File: src/rtl/cl_roi_capture.sv
// Camera Link ROI capture: arms on a PC command, captures N selected frames (or
// runs until stopped) and emits one tagged message per accepted pixel beat.
module cl_roi_capture #(
    parameter int unsigned N_TAP        = 8,
    parameter int unsigned PIXEL_W      = 10,
    parameter int unsigned N_FRAME_SIZE = 20,
    parameter int unsigned N_LINE_SIZE  = 12,
    parameter int unsigned N_CLK_SIZE   = 12,
    parameter int unsigned MSG_W        = 48 + N_TAP * PIXEL_W
) (
    input  logic                       cl_clk,
    input  logic                       reset,
    input  logic                       pc_msg_pending,
    output logic                       pc_msg_ack,
    input  logic [31:0]                pc_msg,
    input  logic                       cl_fval,
    input  logic                       cl_lval,
    input  logic                       cl_dval,
    input  logic [N_TAP*PIXEL_W-1:0]   cl_data,
    input  logic                       fpga_msg_overflow,
    output logic [MSG_W-1:0]           fpga_msg,
    output logic                       fpga_msg_valid,
    output logic                       cl_done,
    output logic [2:0]                 led
);

    localparam int unsigned COUNT_W = 20;
    localparam int unsigned DECIM_W = 8;
    localparam logic [3:0]  OP_ARM      = 4'd1;
    localparam logic [3:0]  OP_ROI_LINE = 4'd2;
    localparam logic [3:0]  OP_ROI_CLK  = 4'd3;
    localparam logic [3:0]  OP_DECIM    = 4'd4;
    localparam logic [3:0]  OP_STOP     = 4'd5;

    typedef enum logic [1:0] {ST_STANDBY, ST_ARMED, ST_CAPTURING} state_t;

    state_t                  state_q, state_d;
    logic                    fval_q, lval_q;
    logic                    ack_q, ack_d;
    logic                    done_q, done_d;
    logic                    valid_q, valid_d;
    logic [MSG_W-1:0]        msg_q, msg_d;
    logic [2:0]              led_q, led_d;
    logic                    ovf_q, ovf_d;
    logic [COUNT_W-1:0]      frames_left_q, frames_left_d;
    logic                    continuous_q, continuous_d;
    logic                    stop_req_q, stop_req_d;
    logic [DECIM_W-1:0]      skip_q, skip_d;
    logic [DECIM_W-1:0]      decim_q, decim_d;
    logic [N_LINE_SIZE-1:0]  roi_line_first_q, roi_line_first_d;
    logic [N_LINE_SIZE-1:0]  roi_line_last_q, roi_line_last_d;
    logic [N_CLK_SIZE-1:0]   roi_clk_first_q, roi_clk_first_d;
    logic [N_CLK_SIZE-1:0]   roi_clk_last_q, roi_clk_last_d;
    logic                    selected_q, selected_d;
    logic [N_FRAME_SIZE-1:0] frame_q, frame_d;
    logic [N_LINE_SIZE-1:0]  line_q, line_d;
    logic                    line_seen_q, line_seen_d;
    logic [N_CLK_SIZE-1:0]   clk_q, clk_d;
    logic                    bof_q, bof_d;
    logic                    bol_q, bol_d;

    logic                    fval_rise, fval_fall, lval_rise, beat;
    logic                    cmd_go, stop_cmd;
    logic [3:0]              opcode;
    logic [N_LINE_SIZE-1:0]  line_cur;
    logic [N_CLK_SIZE-1:0]   clk_cur;
    logic                    bof_cur, bol_cur, sel_cur;
    logic                    arm_start, capturing, roi_ok, accept, end_now;
    logic                    unused_cmd_bits;

    // Edge detection against the registered copies of fval/lval, and command decode
    assign fval_rise       = cl_fval & ~fval_q;
    assign fval_fall       = ~cl_fval & fval_q;
    assign lval_rise       = cl_lval & ~lval_q;
    assign beat            = cl_lval & cl_dval;
    assign cmd_go          = pc_msg_pending & ~ack_q;
    assign opcode          = pc_msg[31:28];
    assign stop_cmd        = cmd_go & (opcode == OP_STOP);
    assign unused_cmd_bits = ^pc_msg[27:24];

    assign pc_msg_ack     = ack_q;
    assign cl_done        = done_q;
    assign fpga_msg_valid = valid_q;
    assign fpga_msg       = msg_q;
    assign led            = led_q;

    // Next-state: counters, configuration, frame selection, message build and FSM
    always_comb begin
        state_d          = state_q;
        ack_d            = cmd_go;
        done_d           = 1'b0;
        valid_d          = 1'b0;
        msg_d            = msg_q;
        frames_left_d    = frames_left_q;
        continuous_d     = continuous_q;
        stop_req_d       = stop_req_q;
        skip_d           = skip_q;
        decim_d          = decim_q;
        roi_line_first_d = roi_line_first_q;
        roi_line_last_d  = roi_line_last_q;
        roi_clk_first_d  = roi_clk_first_q;
        roi_clk_last_d   = roi_clk_last_q;
        frame_d          = frame_q;
        end_now          = 1'b0;
        ovf_d            = ovf_q | (fpga_msg_overflow & valid_q);

        // Position of the current beat; the first lval after fval_rise is line 0
        line_cur = line_q;
        if (fval_rise) begin
            line_cur = '0;
        end else if (lval_rise && line_seen_q && (line_q != '1)) begin
            line_cur = line_q + N_LINE_SIZE'(1);
        end
        line_d      = line_cur;
        line_seen_d = fval_rise ? lval_rise : (line_seen_q | lval_rise);
        clk_cur     = lval_rise ? '0 : clk_q;
        clk_d       = (beat && (clk_cur != '1)) ? clk_cur + N_CLK_SIZE'(1) : clk_cur;
        bof_cur     = bof_q | fval_rise;
        bol_cur     = bol_q | lval_rise;

        if (cmd_go && (state_q == ST_STANDBY)) begin
            case (opcode)
                OP_ARM: begin
                    frames_left_d = pc_msg[19:0];
                    continuous_d  = (pc_msg[19:0] == '0);
                    frame_d       = '0;
                    skip_d        = '0;
                    ovf_d         = 1'b0;
                    stop_req_d    = 1'b0;
                    state_d       = ST_ARMED;
                end
                OP_ROI_LINE: begin
                    roi_line_first_d = N_LINE_SIZE'(pc_msg[23:12]);
                    roi_line_last_d  = N_LINE_SIZE'(pc_msg[11:0]);
                end
                OP_ROI_CLK: begin
                    roi_clk_first_d = N_CLK_SIZE'(pc_msg[23:12]);
                    roi_clk_last_d  = N_CLK_SIZE'(pc_msg[11:0]);
                end
                OP_DECIM: decim_d = pc_msg[7:0];
                default: ;
            endcase
        end

        // Decimation decision is taken at every frame start seen while capturing
        arm_start = (state_q == ST_ARMED) && fval_rise && !stop_cmd;
        sel_cur   = selected_q;
        if (fval_rise && ((state_q == ST_CAPTURING) || arm_start)) begin
            if (skip_q == '0) begin
                sel_cur = 1'b1;
                skip_d  = decim_q;
            end else begin
                sel_cur = 1'b0;
                skip_d  = skip_q - DECIM_W'(1);
            end
        end
        selected_d = sel_cur;

        capturing = (state_q == ST_CAPTURING) || arm_start;
        roi_ok    = (line_cur >= roi_line_first_q) && (line_cur <= roi_line_last_q) &&
                    (clk_cur >= roi_clk_first_q) && (clk_cur <= roi_clk_last_q);
        accept    = capturing && sel_cur && cl_fval && beat && roi_ok;
        valid_d   = accept;
        if (accept) begin
            msg_d = MSG_W'({20'(frame_q), 12'(line_cur), ovf_d, bof_cur, bol_cur, cl_fval,
                            12'(clk_cur), cl_data});
            bof_d = 1'b0;
            bol_d = 1'b0;
        end else begin
            bof_d = bof_cur;
            bol_d = bol_cur;
        end

        case (state_q)
            ST_ARMED: begin
                if (stop_cmd) begin
                    state_d = ST_STANDBY;
                    done_d  = 1'b1;
                end else if (fval_rise) begin
                    state_d = ST_CAPTURING;
                end
            end
            ST_CAPTURING: begin
                if (stop_cmd) stop_req_d = 1'b1;
                if (fval_fall) begin
                    end_now = stop_req_q | stop_cmd;
                    if (selected_q) begin
                        frame_d = frame_q + N_FRAME_SIZE'(1);
                        if (!continuous_q) begin
                            frames_left_d = frames_left_q - COUNT_W'(1);
                            if (frames_left_q == COUNT_W'(1)) end_now = 1'b1;
                        end
                    end
                    if (end_now) begin
                        state_d    = ST_STANDBY;
                        done_d     = 1'b1;
                        stop_req_d = 1'b0;
                    end
                end
            end
            default: ;
        endcase

        led_d = {ovf_d, state_d != ST_STANDBY, valid_d};
    end

    // State and output registers with synchronous active-low reset
    always_ff @(posedge cl_clk) begin
        if (!reset) begin
            state_q          <= ST_STANDBY;
            fval_q           <= 1'b0;
            lval_q           <= 1'b0;
            ack_q            <= 1'b0;
            done_q           <= 1'b0;
            valid_q          <= 1'b0;
            msg_q            <= '0;
            led_q            <= '0;
            ovf_q            <= 1'b0;
            frames_left_q    <= '0;
            continuous_q     <= 1'b0;
            stop_req_q       <= 1'b0;
            skip_q           <= '0;
            decim_q          <= '0;
            roi_line_first_q <= '0;
            roi_line_last_q  <= '1;
            roi_clk_first_q  <= '0;
            roi_clk_last_q   <= '1;
            selected_q       <= 1'b0;
            frame_q          <= '0;
            line_q           <= '0;
            line_seen_q      <= 1'b0;
            clk_q            <= '0;
            bof_q            <= 1'b0;
            bol_q            <= 1'b0;
        end else begin
            state_q          <= state_d;
            fval_q           <= cl_fval;
            lval_q           <= cl_lval;
            ack_q            <= ack_d;
            done_q           <= done_d;
            valid_q          <= valid_d;
            msg_q            <= msg_d;
            led_q            <= led_d;
            ovf_q            <= ovf_d;
            frames_left_q    <= frames_left_d;
            continuous_q     <= continuous_d;
            stop_req_q       <= stop_req_d;
            skip_q           <= skip_d;
            decim_q          <= decim_d;
            roi_line_first_q <= roi_line_first_d;
            roi_line_last_q  <= roi_line_last_d;
            roi_clk_first_q  <= roi_clk_first_d;
            roi_clk_last_q   <= roi_clk_last_d;
            selected_q       <= selected_d;
            frame_q          <= frame_d;
            line_q           <= line_d;
            line_seen_q      <= line_seen_d;
            clk_q            <= clk_d;
            bof_q            <= bof_d;
            bol_q            <= bol_d;
        end
    end

endmodule

File: config.mk
export PLATFORM = sky130hd
export DESIGN_NAME = cl_roi_capture
export DESIGN_NICKNAME = d
export VERILOG_FILES = /design/src/rtl/cl_roi_capture.sv
export SDC_FILE = /design/constraint.sdc
export NUM_CORES = 1
export LEC_CHECK = 0
export CAP_MARGIN = 20
export CORE_MARGIN = 2
export CORE_UTILIZATION = 47
export CTS_CLUSTER_DIAMETER = 200
export DETAILED_ROUTE_END_ITERATION = 7
export GPL_ROUTABILITY_DRIVEN = 0
export PLACE_DENSITY = 0.88
export SYNTH_ARGS = -nofsm -noshare
export SYNTH_HDL_FRONTEND = slang
export SYNTH_SLANG_ARGS = --single-unit
File: constraint.sdc
create_clock -name cl_clk -period 3.4 [get_ports cl_clk]
set_clock_uncertainty 0.05 [all_clocks]
set_input_delay 0.51 -clock cl_clk [delete_from_list [all_inputs] [get_ports cl_clk]]
set_output_delay 0.51 -clock cl_clk [all_outputs]
set_load 0.05 [all_outputs]
==> impl_metrics.yaml <==
sta:
  fin_crit_sh_pct: 112.6
  tightest_slew_ns: 0.7463
  rsz0062_at_grt: "true"
  finalSetupViolations: 131
  fin_ws_ns: -0.4287
  fmax_mhz: 261.2
  hold_viol: 0
  final_max_slew_viol_count: 0
  period_needed_ns: 3.829
  maxSlewHeadroom_pct: 49.86
yosys:
  synth_common_cells: "nand2_1, dfxtp_1, mux2i_1"
  synth_top_cell_by_area: "dfxtp_1"
  dominantRegCellSynth: "dfxtp_1"
  yosysSeqAreaShare_pct: 43.30
  synth_area_per_cell_um2: 8.415
  yosysUniqueCellTypes: 61
  synthTopCellsByArea: "dfxtp_1, nand2_1, mux2i_1, ha_1, a21oi_1"
  synth_fp_nets: 1666
  syn-instance-count: 1489
  async_reset_ff_share_pct: 0
  yosysWarnings: 0
  synth_top_area_share_pct: 43.30
  synth_edf_count: 0
  yosysMostFrequentCell: "nand2_1"
  ys_ff_latch: 271
  syn_area_mm2: 0.01253
placed_design:
  dp_hpwl_mm: 27.01
  place_area_mm2: 0.01584
  io_buffers: 248
  dp_cells: 2075
worst_setup_path:
  end_kind: "register"
  path_class: "reg -> reg"
  crit_chain: "ha_4 > nand4_1 > o311a_4 > buf_6 > xor2_4 > nand2_2 > buf_4 > ha_1 > nor2b_1 > o21ai_0 > a31oi_1 > a31oi_1 > o2111ai_2 > nor2_4 > buf_6 > buf_12 > buf_12 > mux2i_1"
  crit_family: "compound AO/OA/AOI/OAI gates"
  path_buf_inv: 5
  cpMaxStageDelayCell: "o311a_4"
  path_max_fanout: 10
  arrival_ns: 4.24
  critPathMaxStageDelay_ns: 0.45
  cp-start-kind: "register"
  cp.required_ns: 3.81
power:
  p_clk_share_pct: 47.9
  switchingPower_mw: 1.569
  p_leak_nw: 6.719
  switching_share_pct: 22.52
  vdd_drop_max_v: 0.0003779
  fin_total_pwr_mw: 6.965
  p_int_mw: 5.396
  p_per_area_mw_per_mm2: 398.9
  pwr-share-seq_pct: 46.0
  pwr-share-comb_pct: 6.0
clock_network:
  path_clk_slew_ns: 0.07
  clockBufferDepth: 3
  clock_sinks: 271
  hold_buffers: 0
  cts_max_level: 1
  root_buffer: "clkbuf_16"
  cts_buffers: 28
  insertion_delay_ns: 0.54
  cts_tree: "built"
global_routing:
  gr-total-overflow: 0
  grt_max_degree: 146
  grt_usage_pct: 25.93
  antenna_found_initial: 2
  grt_pass1_wl_mm: 59.75
  grt_pass1_vias: 11600
floorplan:
  io_pins: 253
  die-area_mm2: 0.02798
  die_width_um: 167.3
  core_area_mm2: 0.02613
  die_h_um: 167.3
  rows: 59
  start_util_pct: 47.95
drt:
  vias: 12020
  wl_met1_mm: 15.61
  avgRoutedWirePerCell_um: 18.28
  route.met3.wl_mm: 2.489
  drcViolationCount: 7
  ant_nets: 0
  wl_met2_mm: 19.31
  drt-initial-drc-count: 1052
  routed_via_density: 5.589
  wl_mm: 39.29
  top_layer_used: "met4"
  first_pass_iters: 8
run_status:
  status: "complete, but fails checks"
  violations: "DRC, setup timing"
cells_and_area:
  final_cells: 2150
  syn2layout_area_growth_pct: 39.37
  finalInstanceArea_mm2: 0.01746
  nets: 1969
  final_layout_size_suffix_gt1_share_pct: 11.86
hold_path:
  hold_class: "in -> reg"
flow_run:
  max-cap-violations: 0
-- per-layer routing --
layer / GRT usage, % / vias up
met5: 0 / -
met4: 10.89 / 0
met3: 3.711 / 144
met2: 45.55 / 520
met1: 31.87 / 5689
li1: - / 5664
-- cells in the final DEF, fill, tap and decap left out, types with 17 or more instances in the layout --
cell | netlist | routed
ha_1 | 58 | 55
mux2i_1 | 128 | 125
nand3_1 | 41 | 40
clkbuf_16 | 0 | 32
inv_1 | 64 | 63
nand4_1 | 17 | 17
dfxtp_1 | 271 | 264
nor3_1 | 25 | 18
o21ai_0 | 27 | 26
and2_1 | 23 | 23
o211ai_1 | 29 | 29
nor2_1 | 97 | 92
a21oi_1 | 80 | 79
buf_4 | 10 | 72
clkdlybuf4s50_1 | 0 | 246
nand2_1 | 372 | 371
-- flip-flops by register name (all words and copies together), names as in the netlist, 2 cells and up --
name,flops
clk_q,12
roi_clk_last_q,12
fpga_msg,128
skip_q,8
led,3
decim_q,8
frame_q,20
roi_line_last_q,12
roi_clk_first_q,12
frames_left_q,20
line_q,12
state_q,2
roi_line_first_q,12
-- cell type report --
| type | count | area (um2) |
|---|---|---|
| diodes | 2 | 5.005 |
| clock buffers | 35 | 778.2 |
| clock inverters | 16 | 226.5 |
| fillers | 1949 | 8670 |
| inverters | 64 | 240.2 |
| multi-input cells | 1072 | 6709 |
| flip-flops and latches | 271 | 5434 |
| well taps | 335 | 419.2 |
| repair buffers | 355 | 3651 |
-- cells by family after synthesis --
kind of cell               count (synthesis)  synth area share (%)
buffers and inverters                    146                 4.983
muxes                                    136                 10.94
adders and majority gates                 58                 5.792
and+or+nand+nor                          652                 23.11
xor gates and xnor gates                  32                 2.237
DFF                                      271                 43.30
AOI/OAI and AO/OA                        194                 9.637
-- timing repair --
action,in CTS,in global routing
hold endpoints to repair,0,0
endpoints found under the setup margin,126,131
pin swaps,11,21
gates cloned,5,3
setup buffers,9,8
gates resized for setup,42,36
-- final timing paths --
path / from / cells past startpoint / slack (ns) / endpoint
max: line_q[1]$_SDFF_PN0_ / 18 / -0.43 / fpga_msg[19]$_SDFFE_PN0P_
min: reset / 2 / 0.39 / roi_clk_last_q[3]$_SDFFE_PN1P_
max reg2reg: line_q[1]$_SDFF_PN0_ / 18 / -0.43 / fpga_msg[19]$_SDFFE_PN0P_
min reg2reg: fpga_msg[4]$_SDFFE_PN0P_ / 2 / 0.40 / fpga_msg[4]$_SDFFE_PN0P_
-- worst register-to-register path, stage by stage, from the launching register on --
cell and delay, ns:
dfxtp_2 0.36, ha_4 0.14, nand4_1 0.13, o311a_4 0.45
buf_6 0.14, xor2_4 0.18, nand2_2 0.08, buf_4 0.14
ha_1 0.28, nor2b_1 0.05, o21ai_0 0.30, a31oi_1 0.15
a31oi_1 0.19, o2111ai_2 0.23, nor2_4 0.19, buf_6 0.15
buf_12 0.16, buf_12 0.15, mux2i_1 0.22
-- through the flow --
| stage | utilization (%) | hold slack [ns] | setup slack, ns | TNS, ns |
|---|---|---|---|---|
| after floorplan | - | 0.3863 | 0.0008045 | 0 |
| after global placement | 60.62 | 0.3916 | -0.5286 | -65.04 |
| after detailed placement | 60.62 | 0.3965 | -0.6523 | -77.08 |
| after CTS | 65.96 | 0.3725 | -0.1633 | -12.14 |
| after global routing | 66.82 | 0.4121 | -0.5666 | -65.18 |
| final | 66.82 | 0.3909 | -0.4287 | -45.26 |
-- power groups by stage --
stage | Sequential, mW | Combinational (mW) | Clock (mW)
3_5_place_dp | 3.28 | 0.392 | 0
6_report | 3.21 | 0.419 | 3.34
3_3_place_gp | 3.28 | 0.385 | 0
4_1_cts | 3.21 | 0.397 | 3.36
5_1_grt | 3.21 | 0.446 | 3.49
2_1_floorplan | 3.28 | 0.160 | 0
(Power assumes the default switching activity.)
